--- src/rtl/mc_fifo_mon_pkg.sv ---
// mc_fifo_mon_pkg: shared tracker state type and occupancy width helper for mc_fifo_monitor.
package mc_fifo_mon_pkg;
  typedef enum logic [1:0] {IDLE, TRACK, DONE} t_trk_state;
  function automatic int occ_width(input int depth);
    return $clog2(depth + 1);
  endfunction
endpackage

--- src/rtl/fifo_chan_monitor.sv ---
// fifo_chan_monitor: one-channel occupancy model, data-integrity tracker and sticky error flags.
// SVA checks and covers are emitted only when MC_FIFO_MON_ASSERT_EN is defined.
module fifo_chan_monitor
  import mc_fifo_mon_pkg::*;
#(
  parameter int DEPTH = 8,
  parameter int T_SIZE = 3,
  parameter int OCC_W = occ_width(DEPTH)
) (
  input  logic              clk,
  input  logic              rst,
  input  logic              p2f_irdy,
  input  logic [T_SIZE-1:0] data_in,
  input  logic              f2p_trdy,
  input  logic              f2c_irdy,
  input  logic [T_SIZE-1:0] data_out,
  input  logic              c2f_trdy,
  input  logic              start_tracking,
  output logic [OCC_W-1:0]  occupancy,
  output logic              err_overflow,
  output logic              err_underflow,
  output logic              err_data,
  output logic              trk_done
);
  localparam logic [OCC_W-1:0] FULL = OCC_W'(DEPTH);
  t_trk_state state, state_n;
  logic enq, deq, ovf, unf, trk_unf, mism;
  logic [OCC_W-1:0] occ_n, cnt, cnt_n;
  logic [T_SIZE-1:0] tdata, tdata_n;
  assign enq = p2f_irdy & f2p_trdy;
  assign deq = f2c_irdy & c2f_trdy;
  assign ovf = (occupancy == FULL) & enq;
  assign unf = (occupancy == '0) & deq;
  assign occ_n = ovf ? FULL : unf ? '0 : occupancy + OCC_W'(enq) - OCC_W'(deq);
  assign trk_done = (state == DONE);
  // counter holds the number of entries still ahead of the tracked one
  always_comb begin
    state_n = state;
    cnt_n = cnt;
    tdata_n = tdata;
    trk_unf = 1'b0;
    mism = 1'b0;
    case (state)
      IDLE: if (start_tracking && enq && !ovf) begin
        state_n = TRACK;
        tdata_n = data_in;
        cnt_n = (occupancy == '0) ? '0 : occupancy - OCC_W'(deq);
      end
      TRACK: if (deq) begin
        if (cnt != '0) cnt_n = cnt - OCC_W'(1);
        else begin
          mism = (data_out != tdata);
          state_n = DONE;
        end
      end else if (occupancy == '0 && !enq) begin
        trk_unf = 1'b1;
        state_n = DONE;
      end
      default: ;
    endcase
  end
  always_ff @(posedge clk) begin
    if (rst) begin
      state <= IDLE;
      occupancy <= '0;
      cnt <= '0;
      tdata <= '0;
      err_overflow <= 1'b0;
      err_underflow <= 1'b0;
      err_data <= 1'b0;
    end else begin
      state <= state_n;
      occupancy <= occ_n;
      cnt <= cnt_n;
      tdata <= tdata_n;
      err_overflow <= err_overflow | ovf;
      err_underflow <= err_underflow | unf | trk_unf;
      err_data <= err_data | mism;
    end
  end
`ifdef MC_FIFO_MON_ASSERT_EN
  no_overflow: assert property (@(posedge clk) disable iff (rst) !ovf);
  no_underflow: assert property (@(posedge clk) disable iff (rst) !unf);
  data_integrity: assert property (@(posedge clk) disable iff (rst)
    (state == TRACK && deq && cnt == '0) |-> data_out == tdata);
  cnt_lt_occ: assert property (@(posedge clk) disable iff (rst) state == TRACK |-> cnt < occupancy);
  cov_track_deq: cover property (@(posedge clk) disable iff (rst) state == TRACK && deq);
  cov_track_cnt0: cover property (@(posedge clk) disable iff (rst) state == TRACK && cnt == '0);
  cov_done: cover property (@(posedge clk) disable iff (rst) state == DONE);
`endif
endmodule

--- src/rtl/mc_fifo_monitor.sv ---
// mc_fifo_monitor: passive checker for CH independent FIFOs; one fifo_chan_monitor per channel.
// Optional SVA per channel via MC_FIFO_MON_ASSERT_EN.
module mc_fifo_monitor
  import mc_fifo_mon_pkg::*;
#(
  parameter int CH = 2,
  parameter int DEPTH = 8,
  parameter int T_SIZE = 3,
  parameter int OCC_W = occ_width(DEPTH)
) (
  input  logic                 clk,
  input  logic                 rst,
  input  logic [CH-1:0]        p2f_irdy,
  input  logic [CH*T_SIZE-1:0] data_in,
  input  logic [CH-1:0]        f2p_trdy,
  input  logic [CH-1:0]        f2c_irdy,
  input  logic [CH*T_SIZE-1:0] data_out,
  input  logic [CH-1:0]        c2f_trdy,
  input  logic [CH-1:0]        start_tracking,
  output logic [CH*OCC_W-1:0]  occupancy,
  output logic [CH-1:0]        err_overflow,
  output logic [CH-1:0]        err_underflow,
  output logic [CH-1:0]        err_data,
  output logic [CH-1:0]        trk_done,
  output logic                 err_any
);
  for (genvar c = 0; c < CH; c++) begin : g_ch
    fifo_chan_monitor #(.DEPTH(DEPTH), .T_SIZE(T_SIZE), .OCC_W(OCC_W)) u_mon (
      .clk(clk),
      .rst(rst),
      .p2f_irdy(p2f_irdy[c]),
      .data_in(data_in[c*T_SIZE +: T_SIZE]),
      .f2p_trdy(f2p_trdy[c]),
      .f2c_irdy(f2c_irdy[c]),
      .data_out(data_out[c*T_SIZE +: T_SIZE]),
      .c2f_trdy(c2f_trdy[c]),
      .start_tracking(start_tracking[c]),
      .occupancy(occupancy[c*OCC_W +: OCC_W]),
      .err_overflow(err_overflow[c]),
      .err_underflow(err_underflow[c]),
      .err_data(err_data[c]),
      .trk_done(trk_done[c])
    );
  end
  assign err_any = |{err_overflow, err_underflow, err_data};
endmodule

--- config.mk ---
export PLATFORM = sky130hd
export DESIGN_NAME = mc_fifo_monitor
export DESIGN_NICKNAME = d
export VERILOG_FILES = /design/src/rtl/mc_fifo_mon_pkg.sv /design/src/rtl/fifo_chan_monitor.sv /design/src/rtl/mc_fifo_monitor.sv
export SDC_FILE = /design/constraint.sdc
export NUM_CORES = 1
export LEC_CHECK = 0
export ABC_CLOCK_PERIOD_IN_PS = 2900
export BUFFER_PORTS_ARGS = -buffer_cell sky130_fd_sc_hd__buf_4
export CORE_MARGIN = 4
export CORE_UTILIZATION = 59
export DETAILED_ROUTE_END_ITERATION = 7
export PLACE_DENSITY = 0.85
export SYNTH_ARGS = -nofsm -noshare
export SYNTH_HDL_FRONTEND = slang
export SYNTH_SLANG_ARGS = --single-unit
export TNS_END_PERCENT = 1
--- constraint.sdc ---
create_clock -name clk -period 2.9 [get_ports clk]
set_input_delay 0 -clock clk [delete_from_list [all_inputs] [get_ports clk]]
set_output_delay 0 -clock clk [all_outputs]
set_load 0.01 [all_outputs]
Word-level counts from Yosys, hierarchy flattened
Cells that the tools add are included.
- bits in registers: 32
- output and inout port bits: 17
- bits in writable memories: 0
- input bits: 24
- logic and storage cells: 121
- bits in latches: 0
- memories kept: 0
- ROM bits: 0
- shift operators: 0
- muxes and demuxes: 36
- bitwise gates (word level): 16
- equal/unequal tests: 18
- order comparisons: 0
- add/sub/neg operators: 8
- reduce and logical (&&, ||, !) cells: 27
- divide/modulo/power cells: 0
- multiply operators: 0
- operator list (operator ; number):
    $mux W4 ; 12
    $mux W2 ; 8
    $pmux W4 S2 ; 2
    $reduce_and A4 Y1 ; 4
    $sub A4 B1 Y4 ; 4
    $mux W1 ; 12
    $ne A2 B1 Y1 const B ; 6
    $add A4 B1 Y4 ; 2
    $and A1 B1 Y1 ; 8
    $eq A4 B4 Y1 const B ; 2
    $logic_not A4 Y1 ; 2
    $or A1 B1 Y1 ; 8
    $pmux W2 S2 ; 2
    $reduce_bool A4 Y1 ; 2
    $sub A4 B1 Y4 const B ; 2
    $logic_and A1 B1 Y1 ; 6
    $ne A3 B1 Y1 const B ; 2
    $ne A3 B3 Y1 ; 2
    $ne A3 B3 Y1 const B ; 2
    $reduce_or A3 Y1 ; 2
    $reduce_or A6 Y1 ; 1
    $eq A2 B1 Y1 const B ; 2
    $eq A2 B2 Y1 const B ; 2
    $logic_not A1 Y1 ; 4
    other kinds (3) ; 6

Logic depth before layout (Yosys ltp)
- word-level depth: 7
- gate-level depth with buffers: 10

Cells and area by module
From an unflattened synthesis, not the netlist that was laid out.
- cells, all modules: 235
- area, all modules: 1978.1 µm²
- by module, submodules not included (module ; instances ; cells each ; area an instance (µm²)):
    fifo_chan_monitor ; 2 ; 116 ; 982.2
    mc_fifo_monitor ; 1 ; 3 ; 13.8

Least setup slack after synthesis
Ideal clock, no wire load.
- kind: reg2reg
- start point: reg g_ch[1].u_mon.occupancy[2]
- end point: reg g_ch[1].u_mon.cnt[3]
- buffers on the path: 0
- slack: 1053 ps
- stages on the path, launching flop included: 7
- required time: 2783 ps
- clock period less this slack: 1847 ps
- setup time: 117 ps
- data arrival time: 1729 ps
- cell sequence: dfxtp_1 > inv_1 > ha_1 > a2111oi_4 > nor2_2 > a21o_1 > a32o_1
- longest elaborated chain between the ends: 6
- elaborated cells between the ends (all ways): 11
- ends and longest elaborated chain (item ; line ; source):
    start: declaration ; fifo_chan_monitor.sv:19 ; output logic [OCC_W-1:0] occupancy,
    start signal: assignment ; fifo_chan_monitor.sv:73 ; occupancy <= occ_n;
    branches (longest 6 deep; another with $sub A4 B1 Y4) ; -- ;
    end signal: assignment ; fifo_chan_monitor.sv:74 ; cnt <= cnt_n;
    end: declaration ; fifo_chan_monitor.sv:28 ; logic [OCC_W-1:0] occ_n, cnt, cnt_n;
Several ways; the timed one is not identified. The select of a mux whose other input is x is not followed.
A chain may end at the register's enable or synchronous reset.

Final worst setup path
- start point: reg g_ch[0].u_mon.occupancy[2]
- end point: reg g_ch[0].u_mon.cnt[1]
- longest elaborated chain between the ends: 6
- elaborated cells between the ends (all ways): 10
- ends and longest elaborated chain (item ; line ; source):
    start: declaration ; fifo_chan_monitor.sv:19 ;
    start signal: assignment ; fifo_chan_monitor.sv:73 ;
    $eq A4 B4 Y1 ; fifo_chan_monitor.sv:32 ; assign ovf = (occupancy == FULL) & enq;
    $and A1 B1 Y1 ; fifo_chan_monitor.sv:32 ;
    $logic_not A1 Y1 ; fifo_chan_monitor.sv:44 ; IDLE: if (start_tracking && enq && !ovf) begin
    $logic_and A1 B1 Y1 ; fifo_chan_monitor.sv:44 ;
    $ne A2 B1 Y1 (no source line) ; -- ;
    $reduce_and A4 Y1 (no source line) ; -- ;
    end signal: assignment ; fifo_chan_monitor.sv:74 ;
    end: declaration ; fifo_chan_monitor.sv:28 ;
Parallel ways exist; a longest one is shown, timed or not. The select of a mux whose other input is x is not followed.

==> results by stage <==
Setup path:
- The worst reg2reg path startpoint is g_ch[0].u_mon.occupancy[2].
- Traced cell by cell, the critical path runs through inv_1 -> ha_1 -> or3b_1 -> nand4_1 -> o31a_2 -> a211oi_1 -> a211oi_1.
- Counting cells, the worst reg-to-reg path comes to 7.
- The critical path is of the reg -> reg type.
- Data arrives at the worst endpoint at 2210 ps.
- Of all nets on the critical path, the largest fanout is 8.
- The worst endpoint required time is 3150 ps.
- The dominant cell type by count on the critical path is a211oi_1.
- Among all stages on the critical path, the largest delay is contributed by or3b_1.
- The largest incremental delay on the critical path is 390 ps.
- The destination of the worst register-to-register timing path is g_ch[0].u_mon.cnt[1].
- STA classifies the critical path endpoint as a flop.
- The element type at the critical path start is a flop.
- The register-to-register path setup slack is 940 ps.

Clock network:
- The clock passes through at most 2 buffers.
- In this run the number of H-tree levels came out at 2.
- Once the clock tree was built, the resizer swapped 0 gates to a different size.
- The clock sink count is 32.
- After clock tree synthesis, the clock-pin slew on the worst setup and hold paths is 100 ps.
- The total clock buffers created by CTS is 5.
- At the later pin of the worst-skew pair, clock insertion delay measures 330 ps.
- The clock root buffer is clkbuf_4.
- The clock tree from TritonCTS is built.

Yosys:
- Among all flip-flop cells after synthesis, the most frequent one is dfxtp_1.
- The number of nets handed over by synthesis was 281.
- After synthesis the netlist holds a flip-flop and latch count of 32.
- The mapped netlist covers 2010 sq um.
- For this run, the register share of the synthesized area comes to 0.319.
- The Yosys step of the flow raised 0 warnings.
- The count of mapped cells out of synthesis is 236.
- After synthesis, the mean cell area works out to 8.52 sq um.
- The share of async-settable or async-resettable flops after synthesis is 0.
- The synthesized design contains 0 enable-type register cells.
- Counting distinct cell types in the post-synthesis netlist gives 45.

Min path:
- The start point of the worst min-delay path is rst.
- The type of the tightest min-delay check is in -> reg.
- The number of stages on the worst hold path is 2.
- The worst min-delay path endpoint is g_ch[1].u_mon.tdata[1].

Die:
- The floorplan step defined a die boundary enclosing 4410 sq um.
- The die is 66.4 um wide.
- The chip height is 66.4 um.
- The initial core utilization is 0.638.
- After floorplanning, the core was sized to cover 3150 sq um.
- The count of pins on the block boundary is 41.
- In this run the core area contains 20 standard-cell rows.

Layout:
- The antenna cell count is 0.
- The area growth from synthesis to layout is 19.0%.
- The library cells used most frequently in the layout, excluding fill and tap cells, are buf_4 (40), nor2_1 (35), dfxtp_1 (32).
- The final cell utilization of the core is 0.759.
- Of the cells placed in the final design, the portion with a size suffix greater than 1 is 0.196.
- The most frequent standard cell in the layout excluding fill and tap cells is buf_4.
- The total number of nets in the final design is 321.

Placed design:
- During placement, the flow inserted port buffers numbering 40.
- Summed over all nets, the half-perimeter wirelength after detailed placement is 3460 um.
- The congestion estimate from routability-driven global placement came to 0.846.

GRT:
- The total overflow left after global routing is 0.
- The first global-routing pass estimated 7700 um of wire.
- Entering global routing, the biggest net connects 31 pins.
- In the global route stage, overall resource usage came out at 0.229.
- The via count of the first global-routing pass is 1,748.
- The initial antenna violation count is 0.

Power and ir drop:
- Power comes to 1.66 mW.
- For this design the ratio of total power to cell area is 694 nW/um^2.
- The leakage power of the design is 1.07 nW.
- The maximum VDD drop is 400 uV.

Timing:
- The summed negative setup slack over all endpoints is 0 ps.
- The achievable frequency is 511 MHz.
- For the pin with the worst max-slew slack, the measured transition is 583 ps.
- Setup repair after global routing left no endpoint under its margin.
- The total count of max-transition violations in the final report came to 0.
- Final hold analysis gives a worst-case slack of 37.9 ps.
- The headroom to the max-slew limit is 0.610.
- Setup violations remaining at the end of the flow were counted as 0.
- The number of hold violations in the final report came to 0.
- In the finished design, the share of the clock period the worst path needs comes to 0.675.
- The clock period could shrink to 1960 ps.
- The worst setup skew after layout is 9.65 ps.

Routing:
- In the routed design, unresolved DRC markers number 0.
- The average wire length per cell after detail routing is 14.0 um.
- The routed layout has 1,752 vias.
- For this run, the detailed router's first-pass iteration total came to 4.
- The detailed router finished its first iteration with 56 violations.
- For this block, the routed nets add up to 4490 um of wire.
- In this run the remaining antenna-violating nets after routing total 0.
- The average vias per placed instance is 5.48.

Flow run:
- Max-cap violations in this run came to 0.

Run status:
- The run finished with clean final reports.
cells in the mapped netlist (all sizes together), types with 2 or more instances:
master | count | share of area
nor2 | 37 | 0.072
dfxtp | 32 | 0.32
inv | 26 | 0.049
ha | 19 | 0.12
xnor2 | 13 | 0.057
nand2 | 10 | 0.019
a21oi | 9 | 0.022
buf | 9 | 0.032
mux2i | 6 | 0.030
a211oi | 5 | 0.019
nand3 | 5 | 0.012
nor4 | 5 | 0.016
o21ai | 5 | 0.012
clkbuf | 4 | 0.0075
nand2b | 4 | 0.016
a31oi | 3 | 0.0093
nor3 | 3 | 0.0075
nor3b | 3 | 0.011
o32ai | 3 | 0.013
a21boi | 2 | 0.0075
a21o | 2 | 0.0075
a41oi | 2 | 0.0087
fa | 2 | 0.020
nand3b | 2 | 0.0075
nor4b | 2 | 0.0087
o21a | 2 | 0.0075
o21bai | 2 | 0.0075
o32a | 2 | 0.010
or2 | 2 | 0.0062
or3 | 2 | 0.0062
or3b | 2 | 0.0087
xor2 | 2 | 0.0087
critical path: cells and delay by family (launching register included):
kind                       cells  cell delay [ps]
AOI/OAI and AO/OA              3              570
buffers and inverters          1              140
and+or+nand+nor                2              660
DFF                            1              340
adders and majority gates      1              160
where the power goes:
group	total (mW)	switching, mW	internal [mW]
logic	0.840	0.432	0.408
clock network	0.238	0.149	0.0892
registers	0.581	0.0729	0.508
through the flow:
stage,std cells,setup slack (ps),cell area [sq um]
global placement,307,1030,2290
detailed placement,307,960,2290
floorplan,236,1050,2010
finish,320,942,2390
CTS,320,946,2390
global route,320,816,2390
cells by family (layout without fill, tap and decap cells):
logic type	Yosys count	in the layout	share of synthesized area
flops	32	32	0.319
compound gates	42	42	0.156
mux	6	6	0.0299
xor+xnor	15	15	0.0653
simple gates	81	81	0.203
buf+inv	39	79	0.0884
fa+ha+maj	21	21	0.138
routing by layer:
layer	wire length (um)	track usage	vias up	share of wire
met5	0	0	-	0
met4	106	0.0990	0	0.024
met3	211	0.0459	13	0.047
li1	-	-	883	-
met1	2080	0.291	808	0.46
met2	2090	0.373	48	0.47
flip-flops by register name (all words and copies together) (netlist names):
signal	flops
g_ch.u_mon.occupancy	8
g_ch.u_mon.tdata	6
g_ch.u_mon.state	4
g_ch.u_mon.err_overflow	2
g_ch.u_mon.err_data	2
g_ch.u_mon.err_underflow	2
g_ch.u_mon.cnt	8
layout make-up:
cell class	count	area [sq um]
multi-input combinational	165	1190
fill	252	761
sequential	32	641
timing repair buffer	46	360
inverter	26	97.6
tap	44	55.1
clock buffer	6	41.3
clock inverter	1	5.00
repair_timing:
item	4_1_cts	5_1_grt
setup buffers	0	0
hold buffers	6	0
setup endpoints to repair	0	0
hold endpoints to repair	6	0
how the worst max path moves through the flow:
stage	startpoint	end	slack [ps]
floorplan	g_ch[1].u_mon.occupancy[2]	g_ch[1].u_mon.cnt[3]	1050
global placement	g_ch[1].u_mon.occupancy[2]	g_ch[1].u_mon.cnt[3]	1030
detailed placement	g_ch[1].u_mon.occupancy[2]	g_ch[1].u_mon.cnt[3]	960
CTS	g_ch[0].u_mon.occupancy[2]	g_ch[0].u_mon.cnt[1]	950
global route	g_ch[0].u_mon.occupancy[2]	g_ch[0].u_mon.cnt[1]	820
finish	g_ch[0].u_mon.occupancy[2]	g_ch[0].u_mon.cnt[1]	940
No activity file was read; power rests on OpenSTA's default activity.
